$ cat config.mk
export PLATFORM = sky130hd
export DESIGN_NAME = bfm_ahbarbiter_flat
export DESIGN_NICKNAME = d
export VERILOG_FILES = /design/src/rtl/bfm_ahbarbiter_pkg.sv /design/src/rtl/bfm_ahbarbiter_if.sv /design/src/rtl/bfm_rr_pick.sv /design/src/rtl/bfm_ahbarbiter.sv /design/src/flat_wrapper.sv
export SDC_FILE = /design/constraint.sdc
export NUM_CORES = 1
export LEC_CHECK = 0
export CORE_MARGIN = 3
export CORE_UTILIZATION = 44
export DETAILED_ROUTE_END_ITERATION = 8
export PLACE_DENSITY = 0.74
export SKIP_LAST_GASP = 1
export SYNTH_ARGS = -nofsm -noshare
export SYNTH_HDL_FRONTEND = slang
export SYNTH_SLANG_ARGS = --single-unit
$ cat constraint.sdc
create_clock -name HCLK -period 2.1 [get_ports HCLK]
set_clock_uncertainty 0.1 [all_clocks]
set_input_delay 0.42 -clock HCLK [delete_from_list [all_inputs] [get_ports HCLK]]
set_output_delay 0.42 -clock HCLK [all_outputs]
set_load 0.01 [all_outputs]
$ cat src/rtl/bfm_ahbarbiter_pkg.sv
// Shared AHB encodings and helpers for the BFM bus arbiter.
// Imported by the arbiter, its picker and its interface.
package bfm_ahb_pkg;

    localparam int MAXMASTER = 8;

    typedef enum logic [1:0] {
        HT_IDLE   = 2'd0,
        HT_BUSY   = 2'd1,
        HT_NONSEQ = 2'd2,
        HT_SEQ    = 2'd3
    } htrans_e;

    typedef enum logic [2:0] {
        HB_SINGLE = 3'd0,
        HB_INCR   = 3'd1,
        HB_WRAP4  = 3'd2,
        HB_INCR4  = 3'd3,
        HB_WRAP8  = 3'd4,
        HB_INCR8  = 3'd5,
        HB_WRAP16 = 3'd6,
        HB_INCR16 = 3'd7
    } hburst_e;

    // Beats in a burst minus one; INCR is open-ended so it counts as one.
    function automatic logic [3:0] burst_len(input logic [2:0] hburst);
        logic [3:0] len;
        case (hburst)
            HB_WRAP4,  HB_INCR4:  len = 4'd3;
            HB_WRAP8,  HB_INCR8:  len = 4'd7;
            HB_WRAP16, HB_INCR16: len = 4'd15;
            default:              len = 4'd0;
        endcase
        return len;
    endfunction

endpackage

$ cat src/rtl/bfm_ahbarbiter_if.sv
// AHB arbitration signals shared by the bus masters and the arbiter.
// The arbiter sits on the slave modport.
interface bfm_ahbarbiter_if #(
    parameter int NMASTER = 4
);
    logic [NMASTER-1:0] HBUSREQ;
    logic [NMASTER-1:0] HLOCK;
    logic [1:0]         HTRANS;
    logic [2:0]         HBURST;
    logic               HREADY;
    logic [NMASTER-1:0] HGRANT;
    logic [2:0]         HMASTER;
    logic               HMASTLOCK;

    modport master (
        output HBUSREQ, HLOCK, HTRANS, HBURST, HREADY,
        input  HGRANT, HMASTER, HMASTLOCK
    );

    modport slave (
        input  HBUSREQ, HLOCK, HTRANS, HBURST, HREADY,
        output HGRANT, HMASTER, HMASTLOCK
    );
endinterface

$ cat src/rtl/bfm_rr_pick.sv
// Combinational round-robin picker: first request at or after start,
// wrapping modulo N, falling back to the default index.
module bfm_rr_pick
    import bfm_ahb_pkg::*;
#(
    parameter int N = 4
) (
    input  logic [MAXMASTER-1:0] req,
    input  logic [2:0]           start,
    input  logic [2:0]           dflt,
    output logic [N-1:0]         gnt,
    output logic [2:0]           idx
);

    logic       found;
    logic [2:0] j;

    // Scan N slots from start; the earliest hit wins.
    always_comb begin
        found = 1'b0;
        idx   = dflt;
        j     = start;
        for (int k = 0; k < N; k++) begin
            j = 3'((int'(start) + k) % N);
            if (!found && req[j]) begin
                found = 1'b1;
                idx   = j;
            end
        end
        gnt = N'(MAXMASTER'(1) << idx);
    end

endmodule

$ cat src/rtl/bfm_ahbarbiter.sv
// AHB round-robin arbiter with burst tracking, locked-transfer hold
// and parking on a default master.
module bfm_ahbarbiter
    import bfm_ahb_pkg::*;
#(
    parameter int NMASTER   = 4,
    parameter int DEFMASTER = 0,
    parameter int TPD       = 1
) (
    input logic        HCLK,
    input logic        HRESETN,
    bfm_ahbarbiter_if.slave bus
);

    if (NMASTER < 2 || NMASTER > MAXMASTER ||
        DEFMASTER < 0 || DEFMASTER >= NMASTER || TPD < 0) begin : g_bad_param
        $error("bfm_ahbarbiter: parameter out of range");
    end

    localparam logic [NMASTER-1:0] RST_GNT = NMASTER'(1) << DEFMASTER;
    localparam logic [2:0]         DEF_IDX = 3'(DEFMASTER);

    logic [NMASTER-1:0]   grant_q, grant_d;
    logic [2:0]           gidx_q, gidx_d;
    logic [2:0]           mst_q, mst_d;
    logic                 mlock_q, mlock_d;
    logic [3:0]           cnt_q, cnt_d;
    logic                 unb_q, unb_d;

    logic [MAXMASTER-1:0] req8;
    logic [MAXMASTER-1:0] lock8;
    logic [2:0]           start;
    logic [NMASTER-1:0]   pick_gnt;
    logic [2:0]           pick_idx;
    logic                 arb;
    logic                 hold;

    assign req8  = MAXMASTER'(bus.HBUSREQ);
    assign lock8 = MAXMASTER'(bus.HLOCK);
    assign start = (mst_q == 3'(NMASTER - 1)) ? 3'd0 : mst_q + 3'd1;

    bfm_rr_pick #(
        .N(NMASTER)
    ) u_pick (
        .req  (req8),
        .start(start),
        .dflt (DEF_IDX),
        .gnt  (pick_gnt),
        .idx  (pick_idx)
    );

    // Next-state: burst tracking, arbitration decision, ownership hand-over.
    always_comb begin
        cnt_d   = cnt_q;
        unb_d   = unb_q;
        grant_d = grant_q;
        gidx_d  = gidx_q;
        mst_d   = mst_q;
        mlock_d = mlock_q;
        arb     = 1'b0;
        hold    = lock8[mst_q] && req8[mst_q];
        if (bus.HREADY) begin
            unique case (bus.HTRANS)
                HT_IDLE: begin
                    cnt_d = 4'd0;
                    unb_d = 1'b0;
                end
                HT_BUSY: begin
                    cnt_d = cnt_q;
                end
                HT_NONSEQ: begin
                    cnt_d = burst_len(bus.HBURST);
                    unb_d = (bus.HBURST == HB_INCR);
                end
                HT_SEQ: begin
                    cnt_d = (cnt_q == 4'd0) ? 4'd0 : cnt_q - 4'd1;
                end
            endcase
            arb = (bus.HTRANS == HT_IDLE) || unb_d || (cnt_d == 4'd0);
            mst_d   = gidx_q;
            mlock_d = lock8[gidx_q];
            if (arb) begin
                if (hold) begin
                    grant_d = NMASTER'(MAXMASTER'(1) << mst_q);
                    gidx_d  = mst_q;
                end else begin
                    grant_d = pick_gnt;
                    gidx_d  = pick_idx;
                end
            end
        end
    end

    // State and output registers; reset parks the bus on the default master.
    always_ff @(posedge HCLK or negedge HRESETN) begin
        if (!HRESETN) begin
            grant_q <= RST_GNT;
            gidx_q  <= DEF_IDX;
            mst_q   <= DEF_IDX;
            mlock_q <= 1'b0;
            cnt_q   <= 4'd0;
            unb_q   <= 1'b0;
        end else begin
            grant_q <= grant_d;
            gidx_q  <= gidx_d;
            mst_q   <= mst_d;
            mlock_q <= mlock_d;
            cnt_q   <= cnt_d;
            unb_q   <= unb_d;
        end
    end

    assign bus.HGRANT    = grant_q;
    assign bus.HMASTER   = mst_q;
    assign bus.HMASTLOCK = mlock_q;

endmodule

$ cat src/flat_wrapper.sv
// flat-port wrapper written by rule: the top's interface ports become plain ports
module bfm_ahbarbiter_flat import bfm_ahb_pkg::*;
#(
    parameter int NMASTER   = 4,
    parameter int DEFMASTER = 0,
    parameter int TPD       = 1
)
  (HCLK, HRESETN, bus_HBUSREQ, bus_HLOCK, bus_HTRANS, bus_HBURST, bus_HREADY, bus_HGRANT, bus_HMASTER, bus_HMASTLOCK);
  bfm_ahbarbiter_if #(.NMASTER(NMASTER)) bus_i ();
  input logic HCLK;
  input logic HRESETN;
  input wire logic [$bits(bus_i.HBUSREQ)-1:0] bus_HBUSREQ;
  input wire logic [$bits(bus_i.HLOCK)-1:0] bus_HLOCK;
  input wire logic [$bits(bus_i.HTRANS)-1:0] bus_HTRANS;
  input wire logic [$bits(bus_i.HBURST)-1:0] bus_HBURST;
  input wire logic [$bits(bus_i.HREADY)-1:0] bus_HREADY;
  output wire logic [$bits(bus_i.HGRANT)-1:0] bus_HGRANT;
  output wire logic [$bits(bus_i.HMASTER)-1:0] bus_HMASTER;
  output wire logic [$bits(bus_i.HMASTLOCK)-1:0] bus_HMASTLOCK;
  assign bus_i.HBUSREQ = bus_HBUSREQ;
  assign bus_i.HLOCK = bus_HLOCK;
  assign bus_i.HTRANS = bus_HTRANS;
  assign bus_i.HBURST = bus_HBURST;
  assign bus_i.HREADY = bus_HREADY;
  assign bus_HGRANT = bus_i.HGRANT;
  assign bus_HMASTER = bus_i.HMASTER;
  assign bus_HMASTLOCK = bus_i.HMASTLOCK;
  bfm_ahbarbiter #(.NMASTER(NMASTER), .DEFMASTER(DEFMASTER), .TPD(TPD)) u_core (.HCLK(HCLK), .HRESETN(HRESETN), .bus(bus_i));
endmodule
== After elaboration in Yosys (flattened, before gate mapping) ==
Index checks and enable logic that the tools add are counted.

* Word-level logic and storage cells: 82
* Input port bits: 16
* Output and inout port bits: 8
* Register bits after elaboration: 16

* Muxes and demuxes: 30
* Order comparisons: 6
* Shifts and indexed selects: 2
* Reductions and logical operators: 19
* Bitwise logic cells: 3
* Add/sub/neg operators: 5
* Eq/ne operators: 11

{| class="wikitable"
|+ Operators by type and width
! kind !! number
|-
| less-than comparator 3 x 4 -> 1 bit, second input constant || 5
|-
| binary-select mux 1 bit (select 3 bit) || 6
|-
| case mux 4 bit (4 select lines) || 1
|-
| == test 3 bit, second input constant || 4
|-
| two-way mux 3 bit || 4
|-
| two-way mux 4 bit || 3
|-
| case mux 4 bit (3 select lines) || 1
|-
| OR reduction 2 bit || 6
|-
| two-way mux 1 bit || 11
|-
| == test 3 x 2 -> 1 bit, second input constant || 3
|-
| zero test 4 bit || 2
|-
| << shifter 1 x 3 -> 4 bit, first input constant || 2
|-
| adder 2 x 1 -> 2 bit, second input constant || 2
|-
| adder 2 bit, second input constant || 2
|-
| == test 2 bit, second input constant || 2
|-
| logical AND 1 bit || 4
|-
| less-than comparator 2 x 4 -> 1 bit, second input constant || 1
|-
| two-way mux 2 bit || 2
|-
| subtractor 4 x 1 -> 4 bit, second input constant || 1
|-
| AND 1 bit, first input constant || 3
|-
| == test 3 x 1 -> 1 bit, second input constant || 1
|-
| zero test 1 bit || 3
|-
| binary-select mux 1 bit (select 2 bit) || 1
|-
| == test 2 x 1 -> 1 bit, second input constant || 1
|-
| 4 further kinds || 5
|}

== Logic depth before layout (Yosys ltp) ==
* Depth in word-level cells: 17
* Depth in mapped cells: 7
* Gate-level depth less buffers: 7

== Hierarchy ==
From an unflattened synthesis, not the netlist that was laid out.

* Cell total of the unflattened synthesis: 167
* Area total of the unflattened synthesis: 1492.7 um^2

{| class="wikitable"
|+ By module, submodules not included
! module !! instances !! sequential area each (um^2) !! area each (um^2) !! cells each
|-
| bfm_ahbarbiter || 1 || 401.6 || 1046.0 || 100
|-
| bfm_rr_pick || 1 || 0.0 || 446.7 || 67
|}

== Worst setup path after synthesis ==
OpenSTA, ideal clock, no wires.

* Path type: register -> register
* From: register u_core.cnt_q[0]
* To: register u_core.gidx_q[0]
* Path buffers: 0
* Arrival time: 1846 ps
* Setup time: 125 ps
* Slack: 29 ps
* Data required time: 1875 ps
* Clock period less this slack: 2071 ps
* Cell stages (with the launch flop): 8
* Path through: dfrtp_1 -> inv_1 -> ha_1 -> nor3b_1 -> o311ai_0 -> nand4b_4 -> o21a_4 -> mux2_4

* Longest elaborated chain between the ends: 7
* Elaborated cells on any way between the ends: 8
* Classes of those cells: add/sub: 1; mux: 3; reduce/logical: 4

{| class="wikitable"
|+ RTL lines
! what !! line !! text
|-
| start, declared || bfm_ahbarbiter.sv:27 || <nowiki>logic [3:0] cnt_q, cnt_d;</nowiki>
|-
| start signal, assigned || bfm_ahbarbiter.sv:108 || <nowiki>cnt_q <= cnt_d;</nowiki>
|-
| subtractor 4 x 1 -> 4 bit / zero test 4 bit (equally long branches) || bfm_ahbarbiter.sv:76 || <nowiki>cnt_d = (cnt_q == 4'd0) ? 4'd0 : cnt_q - 4'd1;</nowiki>
|-
| two-way mux 4 bit || bfm_ahbarbiter.sv:76 ||
|-
| case mux 4 bit (4 select lines) (*) || bfm_ahbarbiter.sv:63 || <nowiki>unique case (bus.HTRANS)</nowiki>
|-
| two-way mux 4 bit (*) || bfm_ahbarbiter.sv:62 || <nowiki>if (bus.HREADY) begin</nowiki>
|-
| zero test 4 bit (*) || bfm_ahbarbiter.sv:79 || <nowiki>arb = (bus.HTRANS == HT_IDLE) || unb_d || (cnt_d == 4'd0);</nowiki>
|-
| logical OR 1 bit (*) || bfm_ahbarbiter.sv:79 ||
|-
| AND reduction 2 bit (no line) (*) || -- ||
|-
| end signal, assigned || bfm_ahbarbiter.sv:105 || <nowiki>gidx_q <= gidx_d;</nowiki>
|-
| end, declared || bfm_ahbarbiter.sv:24 || <nowiki>logic [2:0] gidx_q, gidx_d;</nowiki>
|}

Every way passes the cells marked *; elsewhere a longest branch is shown, timed or not. The select of a mux whose other input is x is not followed.
A chain may end at the register's enable or synchronous reset.

== Worst setup path after layout ==
* From: input bus_HLOCK[0]
* To: register u_core.gidx_q[1]

* Longest elaborated chain between the ends: 4

{| class="wikitable"
|+ RTL lines
! what !! line !! text
|-
| start, declared || flat_wrapper.sv:13 || <nowiki>input wire logic [$bits(bus_i.HLOCK)-1:0] bus_HLOCK;</nowiki>
|-
| binary-select mux 1 bit (select 3 bit) || bfm_ahbarbiter.sv:61 || <nowiki>hold = lock8[mst_q] && req8[mst_q];</nowiki>
|-
| two-way mux 1 bit (implied by the code) || bfm_ahbarbiter.sv:61 ||
|-
| logical AND 1 bit || bfm_ahbarbiter.sv:61 ||
|-
| two-way mux 3 bit || bfm_ahbarbiter.sv:83 || <nowiki>if (hold) begin</nowiki>
|}

No other way between the ends. The select of a mux whose other input is x is not followed.

==> results.txt <==
----------------------------------------------------
[GRT]
  Total Routing Usage GR ... 22.3%
  Largest net degree at the start of global routing ... 17
  Number of antenna violations at the first check in global routing ... 0
  Via count of the first global-routing pass ... 1049
  First-pass GRT wire length ... 4.80 mm
  Remaining global-route overflow ... 0

[Job]
  MaxCap Viol Count ... 0

[Timing]
  Final min period ... 2.08 ns
  Max frequency ... 480 MHz
  Final setup violation count ... 0
  Least setup slack across all paths after layout ... 0.0185 ns
  Setup_tns ... 0 ns
  Worst max-slew margin expressed relative to the limit ... 74.0%
  Final period util ... 99.1%
  Max-slew violation count ... 0
  Hold Fails Final Rpt ... 0
  RSZ-0062 raised after global routing ... yes
  Measured slew at the worst slew-check pin ... 0.390 ns

[Setup path]
  Worst Reg-to-Reg Cells ... 5
  Critical Path End Type ... register
  Critical path's slowest cell ... sky130_fd_sc_hd__clkdlybuf4s50_1
  Crit path buf inv count ... 1
  Reg-to-reg critical path endpoint ... u_core.bus.HGRANT[1]
  Critical path data required time ... 2.17 ns
  Critical Path Fanout Max ... 3
  Largest stage delay on the critical path ... 0.48 ns
  Startpoint of the worst register-to-register path ... u_core.bus.HMASTER[1]
  Cell occurring most often along the worst timing path ... sky130_fd_sc_hd__mux2_4
  Category of the worst setup path launch point ... primary input
  Critical path data arrival time ... 2.15 ns
  Worst reg2reg setup slack ... 0.06 ns
  Worst-path cell chain ... clkdlybuf4s50_1 -> nand2_1 -> mux4_2 -> nor2_4 -> mux2_4 -> mux2_4
  Critical path class ... primary input to register
  Stages on the worst setup path ... 6
  Crit-path leading delay family ... multiplexers

[Floorplan]
  Placeable core region ... 2100 um2
  DIE AREA ... 2980 um2
  Floorplan die height ... 54.6 um
  Number of placed I/O pins ... 24
  Initial core utilization ... 49.5%
  Standard-cell rows ... 16
  DIE WIDTH ... 54.6 um

[Synth]
  Top cell type by total area after synthesis ... sky130_fd_sc_hd__dfrtp_1
  Post-Synthesis Cells ... 97
  Top FF cell, synth ... sky130_fd_sc_hd__dfrtp_1
  Basic-gate share of the synthesized area counting and, or, nand and nor cells ... 18.1%
  Xor-xnor portion of the synthesized cell area ... 0%
  Number of enable-type register cells in the synthesized netlist ... 0
  Compound-cell area share of the yosys netlist ... 24.5%
  Cell types with the largest area share after synthesis ... sky130_fd_sc_hd__dfrtp_1 36%, sky130_fd_sc_hd__mux2_2 4.3%, sky130_fd_sc_hd__mux4_2 4.3%
  Cell area after technology mapping ... 1040 um2
  Most used standard cell by instance count after synthesis ... sky130_fd_sc_hd__dfrtp_1
  Combinational family with the most area after synthesis ... compound AO/OA/AOI/OAI gates
  Adder-cell area share of the yosys netlist ... 2.41%
  Commonest cells in the synthesized netlist ... 15 x sky130_fd_sc_hd__dfrtp_1, 9 x sky130_fd_sc_hd__nand2_1, 7 x sky130_fd_sc_hd__inv_1
  Syn Nets ... 115
  Warnings, synthesis ... 0
  Fraction of synthesized area in multiplexers ... 13.5%
  Seq/Total Area, Yosys ... 38.6%
  Average instance area after synthesis ... 10.7 um2
  Fraction of registers with async set/reset ... 100%
  Flop and latch count out of synthesis ... 16
  Count of distinct cell types in the synthesized netlist ... 41
  Share of the synthesized area in the top cell type ... 36.1%

[Power]
  Switching part of the total power ... 37.5%
  Switching power ... 0.635 mW
  PD cells ... 999 nW/um2
  Gate power share ... 59.8%
  Flop pwr share ... 28.7%
  Clock network power share ... 11.5%
  Internal power of the cells ... 1.06 mW
  Worst VDD drop ... 915 uV
  Static Leakage ... 0.756 nW

[Final layout]
  Area Growth Syn to Fin ... 63.2%
  Summed area of non-filler cells in the final layout ... 1700 um2
  Antenna Diode Count ... 0
  Proportion of layout cells with a drive suffix above 1 ... 44.8%
  Count of fill cells added during filler insertion ... 128
  Net count, final ... 173

[CTS]
  Clock tree from TritonCTS ... done
  CTS Root Cell ... sky130_fd_sc_hd__clkbuf_4
  Clock input transition at the sequential cells of the worst setup and hold paths ... 0.09 ns
  Clock network latency to the later pin of the worst-skew pair ... 0.28 ns
  Worst-case clock buffer depth ... 2
  Clock sinks ... 16
  H-tree lvl count ... 1
  Number of clock buffers inserted by TritonCTS ... 3

[Drt]
  Vias/cell ... 5.64
  Number of remaining DRC errors ... 0
  Starting DRC count in detailed routing ... 13
  DRT antenna net count ... 0
  Total via count after detailed routing ... 1021
  First-pass iteration count of the detailed router ... 4
  Total length of routed wires ... 3.10 mm
  Wirelength per Cell ... 17.1 um

[Place]
  Total placed instance area ... 1520 um2
  HPWL after detailed placement ... 2.24 mm
  Worst slack at placement ... -0.346 ns
  Port Buf Inserts ... 23
  Placer congestion estimate ... 0.902

[Min path]
  Type of the worst min-delay path ... primary input to async pin

[Run status]
  Status ... complete, no violations

----------------------------------------------------
-- worst max path at each step --
stage	start	end	slack, ns
6_report	bus_HLOCK[0]	u_core.gidx_q[1]	0.02
5_1_grt	u_core.bus.HMASTER[1]	u_core.bus.HGRANT[3]	-0.01
4_1_cts	bus_HTRANS[1]	u_core.bus.HGRANT[2]	-0.01
3_5_place_dp	bus_HBUSREQ[1]	u_core.gidx_q[1]	-0.35
3_3_place_gp	bus_HBUSREQ[1]	u_core.gidx_q[1]	-0.32
2_1_floorplan	u_core.cnt_q[0]	u_core.gidx_q[0]	0.03
-- cell families after synthesis --
logic type / after synthesis
compound gates: 32
simple gates: 29
flops: 16
mux: 10
buf+inv: 8
fa+ha+maj: 2
-- layout by cell type (no fill, tap or decap), types with 4 or more instances in the layout --
cell type | synthesis | layout
sky130_fd_sc_hd__nand2_1 | 9 | 9
sky130_fd_sc_hd__o211ai_1 | 5 | 5
sky130_fd_sc_hd__clkdlybuf4s50_1 | 0 | 16
sky130_fd_sc_hd__o31ai_2 | 0 | 5
sky130_fd_sc_hd__nor2_1 | 4 | 4
sky130_fd_sc_hd__dlygate4sd2_1 | 0 | 5
sky130_fd_sc_hd__inv_1 | 7 | 5
sky130_fd_sc_hd__dfrtp_1 | 15 | 14
sky130_fd_sc_hd__buf_4 | 0 | 31
-- metrics by stage --
step                      std cells  util [%]  hold slack (ns)  total power [mW]
after global routing            181      80.7            0.364              1.80
after floorplan                  97         -           0.0244             0.919
after detailed placement        175      72.2            0.401              1.29
after global placement          175      72.2            0.395              1.26
after CTS                       181      75.1            0.358              1.52
final                           181      80.7            0.349              1.69
-- layer usage --
metal,vias to the layer above,track usage (%),share of wire [%]
met5,-,0,0
met4,0,3.32,0.84
met3,4,6.54,3.7
met2,34,34.6,48
met1,486,31.2,47
li1,497,-,-
-- area by class of cell --
class	count	area, um2	share of cell area [%]
sequential	16	403	23.7
timing repair buffer	54	462	27.2
inverter	7	26.3	1.55
clock buffer	4	36.3	2.14
tap	27	33.8	1.99
multi-input combinational	73	736	43.4
-- timing repair --
| action | CTS | global route |
|---|---|---|
| buffers inserted | 2 | 1 |
| pin swaps | 2 | 4 |
| setup endpoints to repair | 6 | 6 |
| hold buffers | 0 | 0 |
| gates cloned | 0 | 0 |
| gates resized for setup | 9 | 24 |
-- flip-flops by register name, indices dropped and copies added (netlist names) --
register	count
u_core.bus.HMASTER	3
u_core.bus.HGRANT	4
u_core.gidx_q	3
u_core.cnt_q	4
u_core.unb_q	1
u_core.bus.HMASTLOCK	1
-- power by group through the flow --
| stage | registers, mW | logic [mW] | clock network [mW] |
|---|---|---|---|
| 6_report | 0.486 | 1.01 | 0.195 |
| 5_1_grt | 0.502 | 1.08 | 0.221 |
| 4_1_cts | 0.479 | 0.843 | 0.200 |
| 3_5_place_dp | 0.486 | 0.803 | 0 |
| 3_3_place_gp | 0.484 | 0.778 | 0 |
| 2_1_floorplan | 0.515 | 0.404 | 0 |
Note: power is estimated with default switching activity, not from simulation.
